`src/rtl/sga_renderer_if.sv`:
```
// Render control and body-memory bus between a snake game core and sga_renderer.
// The renderer sits on the slave side; the game logic (or a bench) is the master.
interface sga_renderer_if;
    logic       render_clr;
    logic       render_start;
    logic [6:0] snake_size;
    logic [5:0] apple_pos;
    logic [5:0] body_addr;
    logic [5:0] body_data;
    logic       render_finish;
    logic       busy;

    modport master (
        output render_clr,
        output render_start,
        output snake_size,
        output apple_pos,
        output body_data,
        input  body_addr,
        input  render_finish,
        input  busy
    );

    modport slave (
        input  render_clr,
        input  render_start,
        input  snake_size,
        input  apple_pos,
        input  body_data,
        output body_addr,
        output render_finish,
        output busy
    );
endinterface

```
`src/rtl/sga_renderer.sv`:
```
// Snake game renderer for an 8x8 LED matrix.
// A frame is built in a back buffer (clear, body segments, apple) and copied in
// one cycle to the front buffer, which a free-running row scanner displays.
// Buffer bit y*8+x corresponds to cell (x,y); positions arrive as {x[5:3], y[2:0]}.
module sga_renderer #(
    parameter int SCAN_DIV = 1000,
    parameter int MAX_SIZE = 64
) (
    input  logic          clock,
    input  logic          restart,
    sga_renderer_if.slave bus,
    output logic [7:0]    row_sel,
    output logic [7:0]    col_data,
    output logic [2:0]    db_state
);

    typedef enum logic [2:0] {
        IDLE  = 3'd0,
        CLEAR = 3'd1,
        ADDR  = 3'd2,
        WRITE = 3'd3,
        APPLE = 3'd4,
        DONE  = 3'd5
    } state_t;

    localparam logic [6:0] MAX_N = 7'(MAX_SIZE);
    localparam int         DIV_W = (SCAN_DIV > 1) ? $clog2(SCAN_DIV) : 1;
    localparam logic [DIV_W-1:0] DIV_LAST = DIV_W'(SCAN_DIV - 1);

    state_t      state_q, state_d;
    logic [6:0]  segCount_q, segCount_d;
    logic [5:0]  apple_q, apple_d;
    logic [6:0]  segIdx_q, segIdx_d;
    logic [2:0]  clearRow_q, clearRow_d;
    logic [5:0]  addr_q, addr_d;
    logic [63:0] backBuf_q, backBuf_d;
    logic [63:0] frontBuf_q, frontBuf_d;

    logic [DIV_W-1:0] scanCnt_q, scanCnt_d;
    logic [7:0]       rowSel_q, rowSel_d;

    logic [6:0] sizeClamped;
    logic [6:0] segNext;
    logic [5:0] bodyCell;
    logic [5:0] appleCell;

    // Segment count is limited to what the body memory can hold.
    assign sizeClamped = (bus.snake_size > MAX_N) ? MAX_N : bus.snake_size;
    assign segNext     = segIdx_q + 7'd1;

    // Position {x,y} maps to buffer bit y*8+x, i.e. the fields swapped.
    assign bodyCell  = {bus.body_data[2:0], bus.body_data[5:3]};
    assign appleCell = {apple_q[2:0], apple_q[5:3]};

    // Next-state and datapath updates for the render sequence; clear overrides all.
    always_comb begin
        state_d    = state_q;
        segCount_d = segCount_q;
        apple_d    = apple_q;
        segIdx_d   = segIdx_q;
        clearRow_d = clearRow_q;
        addr_d     = addr_q;
        backBuf_d  = backBuf_q;
        frontBuf_d = frontBuf_q;

        case (state_q)
            IDLE, DONE: begin
                if (bus.render_start) begin
                    state_d    = CLEAR;
                    segCount_d = sizeClamped;
                    apple_d    = bus.apple_pos;
                    clearRow_d = 3'd0;
                    segIdx_d   = 7'd0;
                end
            end
            CLEAR: begin
                backBuf_d[{clearRow_q, 3'b000} +: 8] = 8'h00;
                clearRow_d = clearRow_q + 3'd1;
                if (clearRow_q == 3'd7) begin
                    if (segCount_q == 7'd0) begin
                        state_d = APPLE;
                    end else begin
                        state_d = ADDR;
                        addr_d  = 6'd0;
                    end
                end
            end
            ADDR: begin
                state_d = WRITE;
            end
            WRITE: begin
                backBuf_d[bodyCell] = 1'b1;
                segIdx_d = segNext;
                if (segNext < segCount_q) begin
                    state_d = ADDR;
                    addr_d  = segNext[5:0];
                end else begin
                    state_d = APPLE;
                end
            end
            APPLE: begin
                backBuf_d[appleCell] = 1'b1;
                frontBuf_d = backBuf_q | (64'd1 << appleCell);
                state_d    = DONE;
            end
            default: begin
                state_d = IDLE;
            end
        endcase

        if (bus.render_clr) begin
            state_d    = IDLE;
            backBuf_d  = '0;
            frontBuf_d = '0;
            segIdx_d   = 7'd0;
            clearRow_d = 3'd0;
        end
    end

    // Render state registers with synchronous restart.
    always_ff @(posedge clock) begin
        if (restart) begin
            state_q    <= IDLE;
            segCount_q <= 7'd0;
            apple_q    <= 6'd0;
            segIdx_q   <= 7'd0;
            clearRow_q <= 3'd0;
            addr_q     <= 6'd0;
            backBuf_q  <= '0;
            frontBuf_q <= '0;
        end else begin
            state_q    <= state_d;
            segCount_q <= segCount_d;
            apple_q    <= apple_d;
            segIdx_q   <= segIdx_d;
            clearRow_q <= clearRow_d;
            addr_q     <= addr_d;
            backBuf_q  <= backBuf_d;
            frontBuf_q <= frontBuf_d;
        end
    end

    // Scan divider: advance to the next row each time the divider wraps.
    always_comb begin
        scanCnt_d = scanCnt_q + 1'b1;
        rowSel_d  = rowSel_q;
        if (scanCnt_q == DIV_LAST) begin
            scanCnt_d = '0;
            rowSel_d  = {rowSel_q[6:0], rowSel_q[7]};
        end
    end

    // Scan registers run independently of the render FSM and of render_clr.
    always_ff @(posedge clock) begin
        if (restart) begin
            scanCnt_q <= '0;
            rowSel_q  <= 8'b0000_0001;
        end else begin
            scanCnt_q <= scanCnt_d;
            rowSel_q  <= rowSel_d;
        end
    end

    // Column drive is the front-buffer row picked by the one-hot row select.
    always_comb begin
        col_data = 8'h00;
        for (int r = 0; r < 8; r++) begin
            if (rowSel_q[r]) begin
                col_data = col_data | frontBuf_q[r*8 +: 8];
            end
        end
    end

    assign row_sel           = rowSel_q;
    assign db_state          = state_q;
    assign bus.body_addr     = addr_q;
    assign bus.render_finish = (state_q == DONE);
    assign bus.busy          = (state_q != IDLE) && (state_q != DONE);

endmodule

```
`src/flat_wrapper.sv`:
```
// flat-port wrapper written by rule: the top's interface ports become plain ports
module sga_renderer_flat 
#(
    parameter int SCAN_DIV = 1000,
    parameter int MAX_SIZE = 64
)
  (clock, restart, row_sel, col_data, db_state, bus_render_clr, bus_render_start, bus_snake_size, bus_apple_pos, bus_body_data, bus_body_addr, bus_render_finish, bus_busy);
  sga_renderer_if bus_i ();
  input  logic clock;
  input  logic restart;
  output logic [7:0] row_sel;
  output logic [7:0] col_data;
  output logic [2:0] db_state;
  input wire logic [$bits(bus_i.render_clr)-1:0] bus_render_clr;
  input wire logic [$bits(bus_i.render_start)-1:0] bus_render_start;
  input wire logic [$bits(bus_i.snake_size)-1:0] bus_snake_size;
  input wire logic [$bits(bus_i.apple_pos)-1:0] bus_apple_pos;
  input wire logic [$bits(bus_i.body_data)-1:0] bus_body_data;
  output wire logic [$bits(bus_i.body_addr)-1:0] bus_body_addr;
  output wire logic [$bits(bus_i.render_finish)-1:0] bus_render_finish;
  output wire logic [$bits(bus_i.busy)-1:0] bus_busy;
  assign bus_i.render_clr = bus_render_clr;
  assign bus_i.render_start = bus_render_start;
  assign bus_i.snake_size = bus_snake_size;
  assign bus_i.apple_pos = bus_apple_pos;
  assign bus_i.body_data = bus_body_data;
  assign bus_body_addr = bus_i.body_addr;
  assign bus_render_finish = bus_i.render_finish;
  assign bus_busy = bus_i.busy;
  sga_renderer #(.SCAN_DIV(SCAN_DIV), .MAX_SIZE(MAX_SIZE)) u_core (.clock(clock), .restart(restart), .bus(bus_i), .row_sel(row_sel), .col_data(col_data), .db_state(db_state));
endmodule
```
`config.mk`:
```
export PLATFORM = sky130hd
export DESIGN_NAME = sga_renderer_flat
export DESIGN_NICKNAME = d
export VERILOG_FILES = /design/src/rtl/sga_renderer_if.sv /design/src/rtl/sga_renderer.sv /design/src/flat_wrapper.sv
export SDC_FILE = /design/constraint.sdc
export NUM_CORES = 1
export LEC_CHECK = 0
export ABC_AREA = 1
export CORE_AREA = 3 3 135 137
export CTS_CLUSTER_DIAMETER = 80
export CTS_CLUSTER_SIZE = 16
export DETAILED_ROUTE_END_ITERATION = 8
export DIE_AREA = 0 0 138 140
export GPL_ROUTABILITY_DRIVEN = 0
export MAX_ROUTING_LAYER = met4
export PLACE_DENSITY_LB_ADDON = 0.08
export SYNTH_ARGS = -nofsm -noshare
export SYNTH_HDL_FRONTEND = slang
export SYNTH_SLANG_ARGS = --single-unit
```
`constraint.sdc`:
```
create_clock -name clock -period 3.1 [get_ports clock]
set_clock_uncertainty 0.1 [all_clocks]
set_input_delay 0.31 -clock clock [delete_from_list [all_inputs] [get_ports clock]]
set_output_delay 0.31 -clock clock [all_outputs]
set_load 0.005 [all_outputs]
```
==> flow_summary.json, run 1 <==
{
  "synth_sequential_area_ratio": 0.419,
  "worstSetupEndpointType": "output port",
  "timing_max_transition_violations_final": 0,
  "ctsHoldBuffers": 0,
  "post-route-period-util": 0.851,
  "min_path_cells": 2,
  "synthCells": 1184,
  "critical_path.top_delay_family": "flip-flops",
  "hold_end": "u_core.backBuf_q[13]",
  "clk_pin_slew_worst_paths_ns": 0.06,
  "cp.arrival_ns": 2.23,
  "cts_made_buffers": 17,
  "share_of_the_synthesized_area_in_compound_gates_ao_oa_aoi_oai": 0.223,
  "required_ns": 2.69,
  "postRouteWirelength_um": 25200,
  "fin_nets": 1258,
  "post_synth_xor_area_fraction": 0.00617,
  "setup_violations": 0,
  "timing.critical_path.slowest_cell_delay_ns": 0.48,
  "synth-main-ff-cell": "sky130_fd_sc_hd__dfxtp_1",
  "area_growth_syn_to_layout_pct": 15.3,
  "power-per-cell-area_nw_per_um2": 500,
  "cts.sinks": 178,
  "cp_slowest_cell": "sky130_fd_sc_hd__dfxtp_1",
  "chipWidth_um": 138,
  "grt_util_all_layers": 0.267,
  "average_detailed_routed_wire_length_per_instance_um": 17.3,
  "number_of_enable_type_register_cells_in_the_synthesized_netlist": 0,
  "fmax_mhz": 379,
  "root_buffer": "sky130_fd_sc_hd__clkbuf_16",
  "cts_htree_levels": 4,
  "placement.io_buffers": 49,
  "critical_path.cell_chain": "nand2_1 > nand3_1 > a221oi_1 > nand4_1 > clkdlybuf4s50_1",
  "worst_slack_ns": 0.463,
  "reg2regPathDepth": 13,
  "worst_hold_slack_across_all_endpoints_ns": 0.350,
  "clk_path_buf_depth": 2,
  "final.setup.tns_ns": 0,
  "path_class": "reg2out",
  "routed-via-count": 8027,
  "clock_network_latency_to_the_later_pin_of_the_worst_skew_pair_ns": 0.42,
  "ios": 50,
  "post-place-cells": 1426,
  "largest_family_of_logic_cells_by_synthesized_area": "compound AO/OA/AOI/OAI gates",
  "min-delay-path-class": "reg2reg",
  "power_leakage_nw": 3.99,
  "unrepaired_setup_endpoints_after_global_routing": "no",
  "power_frac_comb": 0.071,
  "synth.largest_area_cell": "sky130_fd_sc_hd__dfxtp_1",
  "initial_antenna_violation_count": 0,
  "maximum_vdd_drop_mv": 0.384,
  "cap_viol_max_count": 0,
  "first_iter_violations": 736,
  "ys_seq_elements": 178,
  "place.detailed.hpwl_um": 17400,
  "synth_simple_gate_area_frac": 0.218,
  "layout-drive-gt1-share": 0.0666,
  "most_frequent_cells_after_synthesis": "sky130_fd_sc_hd__nand2_1, sky130_fd_sc_hd__inv_1, sky130_fd_sc_hd__dfxtp_1, sky130_fd_sc_hd__a21oi_1, sky130_fd_sc_hd__nand3_1",
  "grt_first_pass_wirelength_um": 40000,
  "synth_fp_nets": 1222,
  "post_synthesis_async_set_or_reset_flop_share": 0,
  "status": "finished clean",
  "regToRegStartpoint": "u_core.segIdx_q[0]",
  "post-synth-top-count-cell": "sky130_fd_sc_hd__nand2_1",
  "netsw_w": 0.00116,
  "grt.overflow.total": 0,
  "post-route-drc-count": 0,
  "cp.buffers_inverters": 1,
  "ys_top_cells_by_area": "sky130_fd_sc_hd__dfxtp_1, sky130_fd_sc_hd__a21oi_1, sky130_fd_sc_hd__nand2_1",
  "die_area_um2": 19300,
  "synthesis.area_um2": 8510,
  "ant_nets": 0,
  "antenna_cells_inserted": 0,
  "reg2reg_setup_slack_ns": 0.58,
  "pre_cts_ws_ns": 0.561,
  "effective_utilization_at_floorplan": 0.496,
  "switching_share": 0.235,
  "tritoncts": "built",
  "core.rowCount": 48,
  "grt_pass1_vias": 7339,
  "max_slew.worst_pin.slew_ns": 1.03,
  "hold_path_startpoint": "u_core.backBuf_q[13]",
  "cts_resized": 0,
  "die_height_um": 140,
  "pwr-share-clk": 0.454,
  "hold_viol_final": 0,
  "worstReg2RegEnd": "u_core.bus.body_addr[0]",
  "finalNonFillerCells": 1457,
  "ys_warn_count": 0,
  "seq_power_share": 0.476,
  "synthesis.area_per_instance_um2": 7.19,
  "headroom_to_the_max_slew_limit": 0.313,
  "netlist.area_leader.share": 0.419,
  "distinct_cell_type_count_after_synthesis": 38,
  "adder_cell_share_of_the_synthesized_area": 0.0220,
  "internal-power_w": 0.00375,
  "post_drt_via_cell_ratio": 5.51,
  "setup.worst_path.start_class": "flop",
  "pin_count_of_the_biggest_net_entering_global_routing": 138,
  "dr_pass1_iterations": 5,
  "worstPathMaxFanout": 11,
  "cts_setup_buffers": 0,
  "area_of_the_core_um2": 17200,
  "final_period_minus_worst_setup_slack_ns": 2.64,
  "synth_mux_area_frac": 0
}
-- registers in the layout, indices dropped and copies added, names as in the netlist --
signal,count
u_core.apple_q,6
u_core.row_sel,8
u_core.clearRow_q,3
u_core.segIdx_q,7
u_core.frontBuf_q,64
u_core.segCount_q,7
u_core.scanCnt_q,10
u_core.db_state,3
u_core.bus.body_addr,6
u_core.backBuf_q,64
-- layer usage --
metal  up-vias  track usage  routed length (um)
met3        59       0.0492                1740
li1       4008            -                   -
met5         -            -                   0
met1      3681        0.358               11400
met4         0       0.0853                 725
met2       279        0.413               11300
-- through the flow --
step,instance area [um^2],power [W],util
2_1_floorplan,8510,0.00258,-
3_3_place_gp,9220,0.00272,0.537
3_5_place_dp,9220,0.00273,0.537
4_1_cts,9820,0.00493,0.572
5_1_grt,9820,0.00506,0.572
6_report,9820,0.00491,0.572
-- worst max path at each step --
stage / startpoint / end / slack [ns] / cells past startpoint
floorplan: u_core.segIdx_q[0] / u_core.bus.body_addr[5] / 0.73 / 14
CTS: u_core.row_sel[4] / col_data[0] / 0.45 / 5
global route: u_core.segIdx_q[0] / u_core.bus.body_addr[4] / 0.24 / 13
detailed placement: u_core.segIdx_q[0] / u_core.bus.body_addr[5] / 0.56 / 13
global placement: u_core.segIdx_q[0] / u_core.bus.body_addr[0] / 0.66 / 13
finish: u_core.row_sel[0] / col_data[7] / 0.46 / 5
-- layout make-up --
class | instances | area (um^2)
sequential | 178 | 3560
timing repair buffer | 66 | 643
clock inverter | 11 | 161
multi-input combinational | 765 | 4010
inverter | 192 | 721
clock buffer | 20 | 437
tap | 225 | 282
fill | 1717 | 7360
-- power groups by stage --
stage	Clock, W	Sequential (W)	Combinational (W)
detailed placement	0	0.00239	0.000341
floorplan	0	0.00238	0.000198
finish	0.00223	0.00233	0.000346
CTS	0.00225	0.00233	0.000342
global route	0.00234	0.00234	0.000378
global placement	0	0.00238	0.000340
-- worst min-delay path, delay by kind of cell (launching register included) --
family / cells / cell delay [ns]
AOI/OAI and AO/OA: 1 / 0.05
buffers and inverters: 1 / 0.05
DFF: 1 / 0.31
-- kinds of logic (layout without fill, tap and decap cells) --
| kind of cell | count (synthesis) | count (layout) |
|---|---|---|
| buf+inv | 241 | 289 |
| xor+xnor | 6 | 6 |
| fa+ha+maj | 15 | 15 |
| compound gates | 323 | 323 |
| simple gates | 421 | 421 |
| flops | 178 | 178 |
-- layout by cell type, fill, tap and decap left out, drive strengths merged, types with 8 or more instances in the layout --
cell type        n
o211ai          32
a31oi            8
nand4           10
inv            193
clkbuf          20
a21oi          172
dfxtp          178
nand3           72
buf             17
nor2            72
nand2          231
nor3            30
o21ai           60
ha              15
o221ai          24
clkdlybuf4s50   49
a221oi          10
a22o            10
No activity file was read; power rests on OpenSTA's default activity.
==> inputs of run 2 (changes only) <==
Settings changed: REMOVE_ABC_BUFFERS set to 1.
==> flow_summary.json, run 2 (synthesis results as in run 1) <==
{
  "path_class": "reg2out",
  "chipWidth_um": 138,
  "placement.io_buffers": 49,
  "grt_util_all_layers": 0.268,
  "most_frequent_cells_in_the_layout": "sky130_fd_sc_hd__nand2_1, sky130_fd_sc_hd__inv_1, sky130_fd_sc_hd__dfxtp_1",
  "setup_violations": 0,
  "final.setup.tns_ns": 0,
  "worst_hold_slack_across_all_endpoints_ns": 0.348,
  "cts_htree_levels": 4,
  "effective_utilization_at_floorplan": 0.496,
  "postRouteWirelength_um": 25600,
  "power_leakage_nw": 3.99,
  "first_iter_violations": 674,
  "final_period_minus_worst_setup_slack_ns": 2.86,
  "antenna_cells_inserted": 0,
  "met3_track_utilization_from_global_routing": 0.0437,
  "dr_pass1_iterations": 6,
  "maximum_vdd_drop_mv": 0.393,
  "cts.sinks": 178,
  "timing_max_transition_violations_final": 0,
  "status": "finished clean",
  "root_buffer": "sky130_fd_sc_hd__clkbuf_16",
  "fmax_mhz": 350,
  "fin_nets": 1264,
  "worstPathMaxFanout": 11,
  "nFillCells": 1700,
  "power-per-cell-area_nw_per_um2": 489,
  "grt.overflow.total": 0,
  "most_frequent_standard_cell_in_the_layout_excluding_fill_and_tap_cells": "sky130_fd_sc_hd__nand2_1",
  "required_ns": 2.69,
  "max_slew.worst_pin.slew_ns": 0.879,
  "tritoncts": "built",
  "initial_antenna_violation_count": 0,
  "cap_viol_max_count": 0,
  "core.rowCount": 48,
  "grt_most_used_layer": "met2",
  "unrepaired_setup_endpoints_after_global_routing": "no",
  "area_growth_syn_to_layout_pct": 15.3,
  "post-route-period-util": 0.923,
  "setup.worst_path.start_class": "flop",
  "ant_nets": 0,
  "clk_pin_slew_worst_paths_ns": 0.06,
  "worstSetupEndpointType": "output port",
  "layout_top_registers": "u_core.backBuf_q: 64 flops, u_core.frontBuf_q: 64 flops, u_core.scanCnt_q: 10 flops",
  "grt_first_pass_wirelength_um": 40100,
  "layout-drive-gt1-share": 0.0703,
  "average_detailed_routed_wire_length_per_instance_um": 17.5,
  "routed-via-count": 8047,
  "cp.arrival_ns": 2.45,
  "post_drt_via_cell_ratio": 5.50,
  "die_height_um": 140,
  "postLayoutCoreUtil": 0.571,
  "post-route-drc-count": 0,
  "report.power.total_w": 0.00480,
  "grt_use_met2": 0.418,
  "hold_viol_final": 0,
  "clock_network_latency_to_the_later_pin_of_the_worst_skew_pair_ns": 0.44,
  "min-delay-path-class": "reg2reg",
  "ios": 50,
  "area_of_the_core_um2": 17200,
  "grt_pass1_vias": 7429,
  "clk_path_buf_depth": 2,
  "gr-usage-met1": 0.356,
  "pin_count_of_the_biggest_net_entering_global_routing": 138,
  "cts_made_buffers": 17,
  "cts_setup_buffers": 0,
  "die_area_um2": 19300,
  "ctsHoldBuffers": 0,
  "cts_resized": 0,
  "headroom_to_the_max_slew_limit": 0.411,
  "place.detailed.hpwl_um": 17400
}
-- run 2: area by class of cell --
type / instances / area, um^2 / share of cell area
inverters: 192 / 721 / 0.0734
multi-input cells: 765 / 4010 / 0.409
flip-flops and latches: 178 / 3560 / 0.363
repair buffers: 72 / 676 / 0.0688
clock buffers: 22 / 454 / 0.0463
clock inverters: 9 / 108 / 0.0110
well taps: 225 / 282 / 0.0287
-- run 2: power breakdown --
group	switching (W)	total [W]	leakage (nW)	internal (W)
registers	0.0000243	0.00233	1.44	0.00231
logic	0.000248	0.000357	2.29	0.000109
clock network	0.000905	0.00211	0.270	0.00120
total	0.00118	0.00480	3.99	0.00362
-- run 2: path summary, 6_finish.rpt --
path / cells past startpoint / endpoint / startpoint / slack (ns)
max: 4 / col_data[1] / u_core.row_sel[1] / 0.24
min reg2reg: 1 / u_core.scanCnt_q[0] / u_core.scanCnt_q[0] / 0.35
max reg2reg: 13 / u_core.bus.body_addr[0] / u_core.segIdx_q[0] / 0.52
min: 1 / u_core.scanCnt_q[0] / u_core.scanCnt_q[0] / 0.35
-- run 2: metrics by stage --
stage	std cells	setup slack, ns	area [um^2]
final	1463	0.239	9810
after global routing	1463	0.258	9810
after CTS	1463	0.295	9810
after detailed placement	1432	0.574	9250
after global placement	1432	0.618	9250
after floorplan	1135	-1.99	8280
-- run 2: worst max-delay path: stages (launching register included) --
cell	delay, ns
sky130_fd_sc_hd__dfxtp_1	0.57
sky130_fd_sc_hd__a22o_1	0.34
sky130_fd_sc_hd__a221oi_1	0.53
sky130_fd_sc_hd__nand2_1	0.11
sky130_fd_sc_hd__clkdlybuf4s50_1	0.47
-- run 2: per-layer routing --
layer	wire length [um]	part of all wire
met5	0	0
met4	754	0.029
met3	1660	0.065
met2	11500	0.45
met1	11700	0.46
==> inputs of run 3 (changes only) <==
Settings changed: CTS_CLUSTER_DIAMETER 80 to 100.
==> results of run 3 <==
No change in the layout: final DEF, timing and power equal those of run 2.
